===== src/rtl/mem_arbiter.sv =====
// mem_arbiter -- shares one single-ported synchronous word memory between the
// instruction-fetch port (i_*) and the data load/store port (d_*).
//
// At most one access is granted per cycle. The data port has fixed priority.
// Read data returns from the memory one cycle after issue, and is routed to
// the port that issued the read using a registered owner flag.
//
// Optional feature: define MEM_ARB_STARVE_EN to enable the starvation guard.
// With the guard, an instruction request that has been denied STARVE_LIMIT
// consecutive cycles is granted ahead of the data port. Without the macro,
// priority is strictly data-first.
//
// Ports:
//   CLK, RST                 clock; synchronous active-low reset
//   i_req/i_addr/i_ready     instruction read request, byte address, accept
//   i_rvalid/i_rdata         instruction read response (one cycle after accept)
//   d_req/d_we/d_addr/d_wdata  data request (write when d_we=1)
//   d_ready                  data accept
//   d_rvalid/d_rdata         data read response (one cycle after accept)
//   m_en/m_we/m_addr/m_wdata memory command (word address = byte addr[AW-1:2])
//   m_rdata                  memory read data, valid the cycle after a read
module mem_arbiter #(
    parameter int AW           = 32,
    parameter int DW           = 32,
    parameter int STARVE_LIMIT = 4
) (
    input  logic          CLK,
    input  logic          RST,
    input  logic          i_req,
    input  logic [AW-1:0] i_addr,
    output logic          i_ready,
    output logic          i_rvalid,
    output logic [DW-1:0] i_rdata,
    input  logic          d_req,
    input  logic          d_we,
    input  logic [AW-1:0] d_addr,
    input  logic [DW-1:0] d_wdata,
    output logic          d_ready,
    output logic          d_rvalid,
    output logic [DW-1:0] d_rdata,
    output logic          m_en,
    output logic          m_we,
    output logic [AW-3:0] m_addr,
    output logic [DW-1:0] m_wdata,
    input  logic [DW-1:0] m_rdata
);

    typedef enum logic [1:0] {
        OWN_NONE = 2'd0,
        OWN_INST = 2'd1,
        OWN_DATA = 2'd2
    } owner_e;

    localparam logic [3:0] LIMIT = 4'(STARVE_LIMIT);

    owner_e owner_q, owner_d;
    logic   gnt_i, gnt_d;
    logic   force_i;

`ifdef MEM_ARB_STARVE_EN
    logic [3:0] starve_cnt_q, starve_cnt_d;

    // An instruction request that has waited the full limit takes this slot.
    assign force_i = i_req && (starve_cnt_q == LIMIT);

    always_comb begin
        starve_cnt_d = starve_cnt_q;
        if (!i_req || gnt_i)
            starve_cnt_d = 4'd0;
        else if (starve_cnt_q != LIMIT)
            starve_cnt_d = starve_cnt_q + 4'd1;
    end

    always_ff @(posedge CLK) begin
        if (!RST)
            starve_cnt_q <= 4'd0;
        else
            starve_cnt_q <= starve_cnt_d;
    end
`else
    assign force_i = 1'b0;

    logic unused_limit;
    assign unused_limit = ^LIMIT;
`endif

    // Byte-offset bits never reach the word-addressed memory.
    logic unused_addr_lsb;
    assign unused_addr_lsb = ^{i_addr[1:0], d_addr[1:0]};

    // Grant: nothing while in reset, data first unless the guard forces fetch.
    always_comb begin
        gnt_d = RST && d_req && !force_i;
        gnt_i = RST && i_req && !gnt_d;
    end

    always_comb begin
        i_ready = gnt_i;
        d_ready = gnt_d;
        m_en    = gnt_i || gnt_d;
        m_we    = gnt_d && d_we;
        m_addr  = '0;
        m_wdata = '0;
        if (gnt_d)
            m_addr = d_addr[AW-1:2];
        else if (gnt_i)
            m_addr = i_addr[AW-1:2];
        if (gnt_i || gnt_d)
            m_wdata = d_wdata;
    end

    // Remember who issued a read so next cycle's m_rdata goes to them.
    always_comb begin
        owner_d = OWN_NONE;
        if (gnt_i)
            owner_d = OWN_INST;
        else if (gnt_d && !d_we)
            owner_d = OWN_DATA;
    end

    always_ff @(posedge CLK) begin
        if (!RST)
            owner_q <= OWN_NONE;
        else
            owner_q <= owner_d;
    end

    // Responses are masked while reset is asserted so a read issued just
    // before reset never shows up as valid.
    always_comb begin
        i_rvalid = RST && (owner_q == OWN_INST);
        d_rvalid = RST && (owner_q == OWN_DATA);
        i_rdata  = i_rvalid ? m_rdata : '0;
        d_rdata  = d_rvalid ? m_rdata : '0;
    end

endmodule


===== config.mk =====
export PLATFORM = sky130hd
export DESIGN_NAME = mem_arbiter
export DESIGN_NICKNAME = d
export VERILOG_FILES = /design/src/rtl/mem_arbiter.sv
export SDC_FILE = /design/constraint.sdc
export NUM_CORES = 1
export LEC_CHECK = 0
export ABC_AREA = 1
export ABC_CLOCK_PERIOD_IN_PS = 1400
export CAP_MARGIN = 20
export CORE_AREA = 8 8 96 98
export CTS_CLUSTER_SIZE = 10
export DETAILED_ROUTE_END_ITERATION = 16
export DIE_AREA = 0 0 104 106
export PLACE_DENSITY = 0.74
export SLEW_MARGIN = 10
export SYNTH_ARGS = -nofsm -noshare
export SYNTH_HDL_FRONTEND = slang
export SYNTH_SLANG_ARGS = --single-unit
export TNS_END_PERCENT = 20

===== constraint.sdc =====
create_clock -name CLK -period 1.4 [get_ports CLK]
set_clock_uncertainty 0.05 [all_clocks]
set_input_delay 0.21 -clock CLK [delete_from_list [all_inputs] [get_ports CLK]]
set_output_delay 0.21 -clock CLK [all_outputs]
set_load 0.005 [all_outputs]

==> impl_summary.txt <==
----------------------------------------------------
[Routing]
  Count of antenna-violating nets left after detailed routing ... 0
  Total Wirelength ... 10500 um
  Residual DRC ... 0
  Average via count per standard cell ... 4.34
  Starting DRC count in detailed routing ... 48
  Number of detailed-routing iterations run before antenna repair ... 4
  Average detailed-routed wire length per instance ... 16.6 um
  Via count of the routed design ... 2746

[Floorplan]
  Top Ports ... 265
  Area of the die ... 11000 um2
  Die width ... 104 um
  Starting Density ... 16.1%
  Number of placement rows ... 33
  Vertical die dimension ... 106 um
  CORE AREA ... 7850 um2

[Timing]
  Max-slew headroom ... 89.6%
  Setup repair after global routing missed its margin ... yes
  Shortest period the worst path allows ... 1470 ps
  Number of hold violations in the final report ... 0
  Setup violations, final ... 31
  Max Transition Viols Final ... 0
  Final worst hold slack ... 386 ps
  Worst path setup slack after routing ... -66.3 ps
  Transition time of the tightest slew-check pin ... 156 ps
  Final Cycle Share ... 105%
  Max Freq ... 682 MHz

[Synthesis]
  Net count after synthesis ... 393
  Main area contributors after synthesis ... sky130_fd_sc_hd__nor2_1, sky130_fd_sc_hd__nand2_1, sky130_fd_sc_hd__a21boi_1
  Distinct cell type count after synthesis ... 15
  Syn. warnings ... 0
  Post-synthesis register bit count ... 2
  Sequential cell area fraction in the yosys report ... 3.16%
  Share of the synthesized area in the top cell type ... 20.2%
  Post-synth top area cell ... sky130_fd_sc_hd__nor2_1
  Synthesized area per cell ... 4.87 um2
  Total standard cell area after synthesis ... 1270 um2
  Synth Instances ... 260

[Pwr]
  Peak supply drop ... 0.000198 V
  Leakage power ... 2.25 nW
  Pwr Total ... 0.00128 W
  Power per cell area ... 310 nW/um2

[GRT]
  Largest net degree at the start of global routing ... 36
  Initial antenna violation count ... 0
  Total routing usage reported by global routing ... 17.7%
  Grt ovf ... 0
  Vias in the first global route ... 2855
  Wire length of the first global-routing pass ... 16100 um

[Placement]
  Final weighted congestion in routability-driven placement ... 0.798
  Post-Place Worst Slack ... -722 ps
  Placed wire-length estimate ... 8170 um
  PortBufs ... 260
  Cell total after placement ... 615

[Critical path]
  Maximum fanout count along the critical path ... 16
  Cells along the critical path ... inv_2, nand3_4, buf_6, buf_16, nor2_1, buf_2
  Crit. End Element ... primary output
  Arr. time, crit path ... 1210 ps
  Critical path's slowest cell ... sky130_fd_sc_hd__dfxtp_2
  Element type at the critical path start ... flip-flop
  Required time of the critical path ... 1140 ps
  Class of the most critical setup path ... reg2out
  Worst path max stage delay ... 320 ps

[Clock tree]
  Number of CTS-inserted buffers ... 3
  Max clock buf depth ... 2
  TritonCTS clock tree ... done
  Clock tree root buffer cell ... sky130_fd_sc_hd__clkbuf_8
  # clock sinks ... 2
  Count of H-tree levels built during CTS ... 1
  Clk slew on worst S/H paths ... 30 ps

[Run]
  Count of max-cap constraint violations ... 0

[Final layout]
  Flip-flop count of the largest register after layout ... 2
  Total Nets Final ... 663
  Non-filler cells, final ... 633
  Fill cell count ... 776
  Ratio of cells with drive above 1 in the final layout ... 33.5%
  Register bank with the most flops ... owner_q
  Antenna Diode Count ... 0
  Largest regs ... owner_q: 2 flops
  Area growth, synth to finish ... 225%
  Post-layout utilization of the core ... 52.5%

[Hold path]
  Cell depth of the worst min-delay path ... 4
  Hold Crit Class ... in2reg
  Start point of the worst hold path ... d_req
  Hold endpoint ... owner_q[0]$_SDFF_PN0_

[Status]
  Violations in the final reports ... setup timing
  Run status ... finished with violations

----------------------------------------------------
[what timing repair did]
action                                  CTS  global route
resized for setup                       431            94
hold buffers                              0             0
cloned                                    8             0
buffers inserted                          9             3
pin swaps                                 2             5
endpoints found under the setup margin  132           109
[cells in the mapped netlist, drive strengths merged]
cell and n:
nand4 30, nor2 68, buf 23, clkbuf 2
nand3b 1, nand2 63, inv 38, a21boi 32
dfxtp 2, nand3 1
[metrics by stage]
stage                     TNS [ps]  instance area (um2)
after floorplan                  0                 1270
after global placement      -81820                 4080
after detailed placement    -83650                 4080
after CTS                    -3850                 4100
after global routing         -3520                 4120
final                        -1030                 4120
[metal layers]
metal  vias up  global-route usage [%]  wire length (um)
met1      1224                    17.8              3820
met4         0                    2.07                78
li1       1356                       -                 -
met2       160                    32.6              5320
met3         6                    9.44              1310
met5         -                       0                 0
[worst max-delay path, delay by kind of cell (launching register included)]
kind,cells,cell delay (ps)
flops,1,320
simple gates,2,190
buf+inv,4,490
[where the power goes]
| part | leakage [nW] | internal (W) | total, W | switching (W) |
|---|---|---|---|---|
| Sequential | 0.0172 | 0.0000604 | 0.0000630 | 0.00000257 |
| Clock | 0.0216 | 0.000181 | 0.000219 | 0.0000376 |
| Combinational | 2.21 | 0.000629 | 0.000997 | 0.000368 |
[cell type report]
class / instances / area (um2) / area share [%]
clock buffers: 3 / 41.3 / 1.00
well taps: 105 / 131 / 3.19
flip-flops and latches: 2 / 42.5 / 1.03
multi-input cells: 195 / 1120 / 27.1
inverters: 38 / 153 / 3.70
repair buffers: 290 / 2640 / 64.0
[how the worst max path moves through the flow]
stage                     depth (start not counted)     endpoint             startpoint  slack (ps)
final                                             6   d_rdata[6]  owner_q[0]$_SDFF_PN0_         -70
after global routing                              6  d_rdata[28]  owner_q[0]$_SDFF_PN0_        -130
after global placement                            6   m_addr[20]                    RST        -720
after CTS                                         5  i_rdata[30]  owner_q[1]$_SDFF_PP0_        -180
after floorplan                                   3  i_rdata[22]  owner_q[1]$_SDFF_PP0_         320
after detailed placement                          6   m_addr[15]                    RST        -720
[cells by family after synthesis]
group | count (synthesis) | share of synthesized area (%)
compound gates | 32 | 19.0
buf+inv | 63 | 21.7
simple gates | 163 | 56.1
flops | 2 | 3.16
[layout by cell type (no fill, tap or decap)]
| master | n |
|---|---|
| sky130_fd_sc_hd__inv_1 | 34 |
| sky130_fd_sc_hd__nor2_1 | 33 |
| sky130_fd_sc_hd__a21boi_2 | 1 |
| sky130_fd_sc_hd__clkdlybuf4s50_1 | 125 |
| sky130_fd_sc_hd__nor2_4 | 10 |
| sky130_fd_sc_hd__nand3_4 | 1 |
| sky130_fd_sc_hd__a21boi_0 | 3 |
| sky130_fd_sc_hd__buf_12 | 11 |
| sky130_fd_sc_hd__bufbuf_16 | 2 |
| sky130_fd_sc_hd__nand2_1 | 61 |
| sky130_fd_sc_hd__inv_8 | 1 |
| sky130_fd_sc_hd__nand3b_4 | 1 |
| sky130_fd_sc_hd__clkbuf_8 | 3 |
| sky130_fd_sc_hd__nand2_2 | 1 |
| sky130_fd_sc_hd__nand4_1 | 30 |
| sky130_fd_sc_hd__clkdlybuf4s15_2 | 2 |
| sky130_fd_sc_hd__nand2_8 | 1 |
| sky130_fd_sc_hd__clkdlybuf4s15_1 | 18 |
| sky130_fd_sc_hd__a21boi_1 | 28 |
| sky130_fd_sc_hd__buf_16 | 4 |
| sky130_fd_sc_hd__inv_4 | 1 |
| sky130_fd_sc_hd__nor2_2 | 25 |
| sky130_fd_sc_hd__buf_8 | 2 |
| sky130_fd_sc_hd__buf_6 | 6 |
| sky130_fd_sc_hd__dfxtp_2 | 2 |
| sky130_fd_sc_hd__clkbuf_2 | 10 |
| sky130_fd_sc_hd__dlygate4sd2_1 | 19 |
| sky130_fd_sc_hd__inv_2 | 2 |
| sky130_fd_sc_hd__buf_4 | 7 |
| sky130_fd_sc_hd__buf_2 | 84 |
Note: power is estimated with default switching activity, not from simulation.
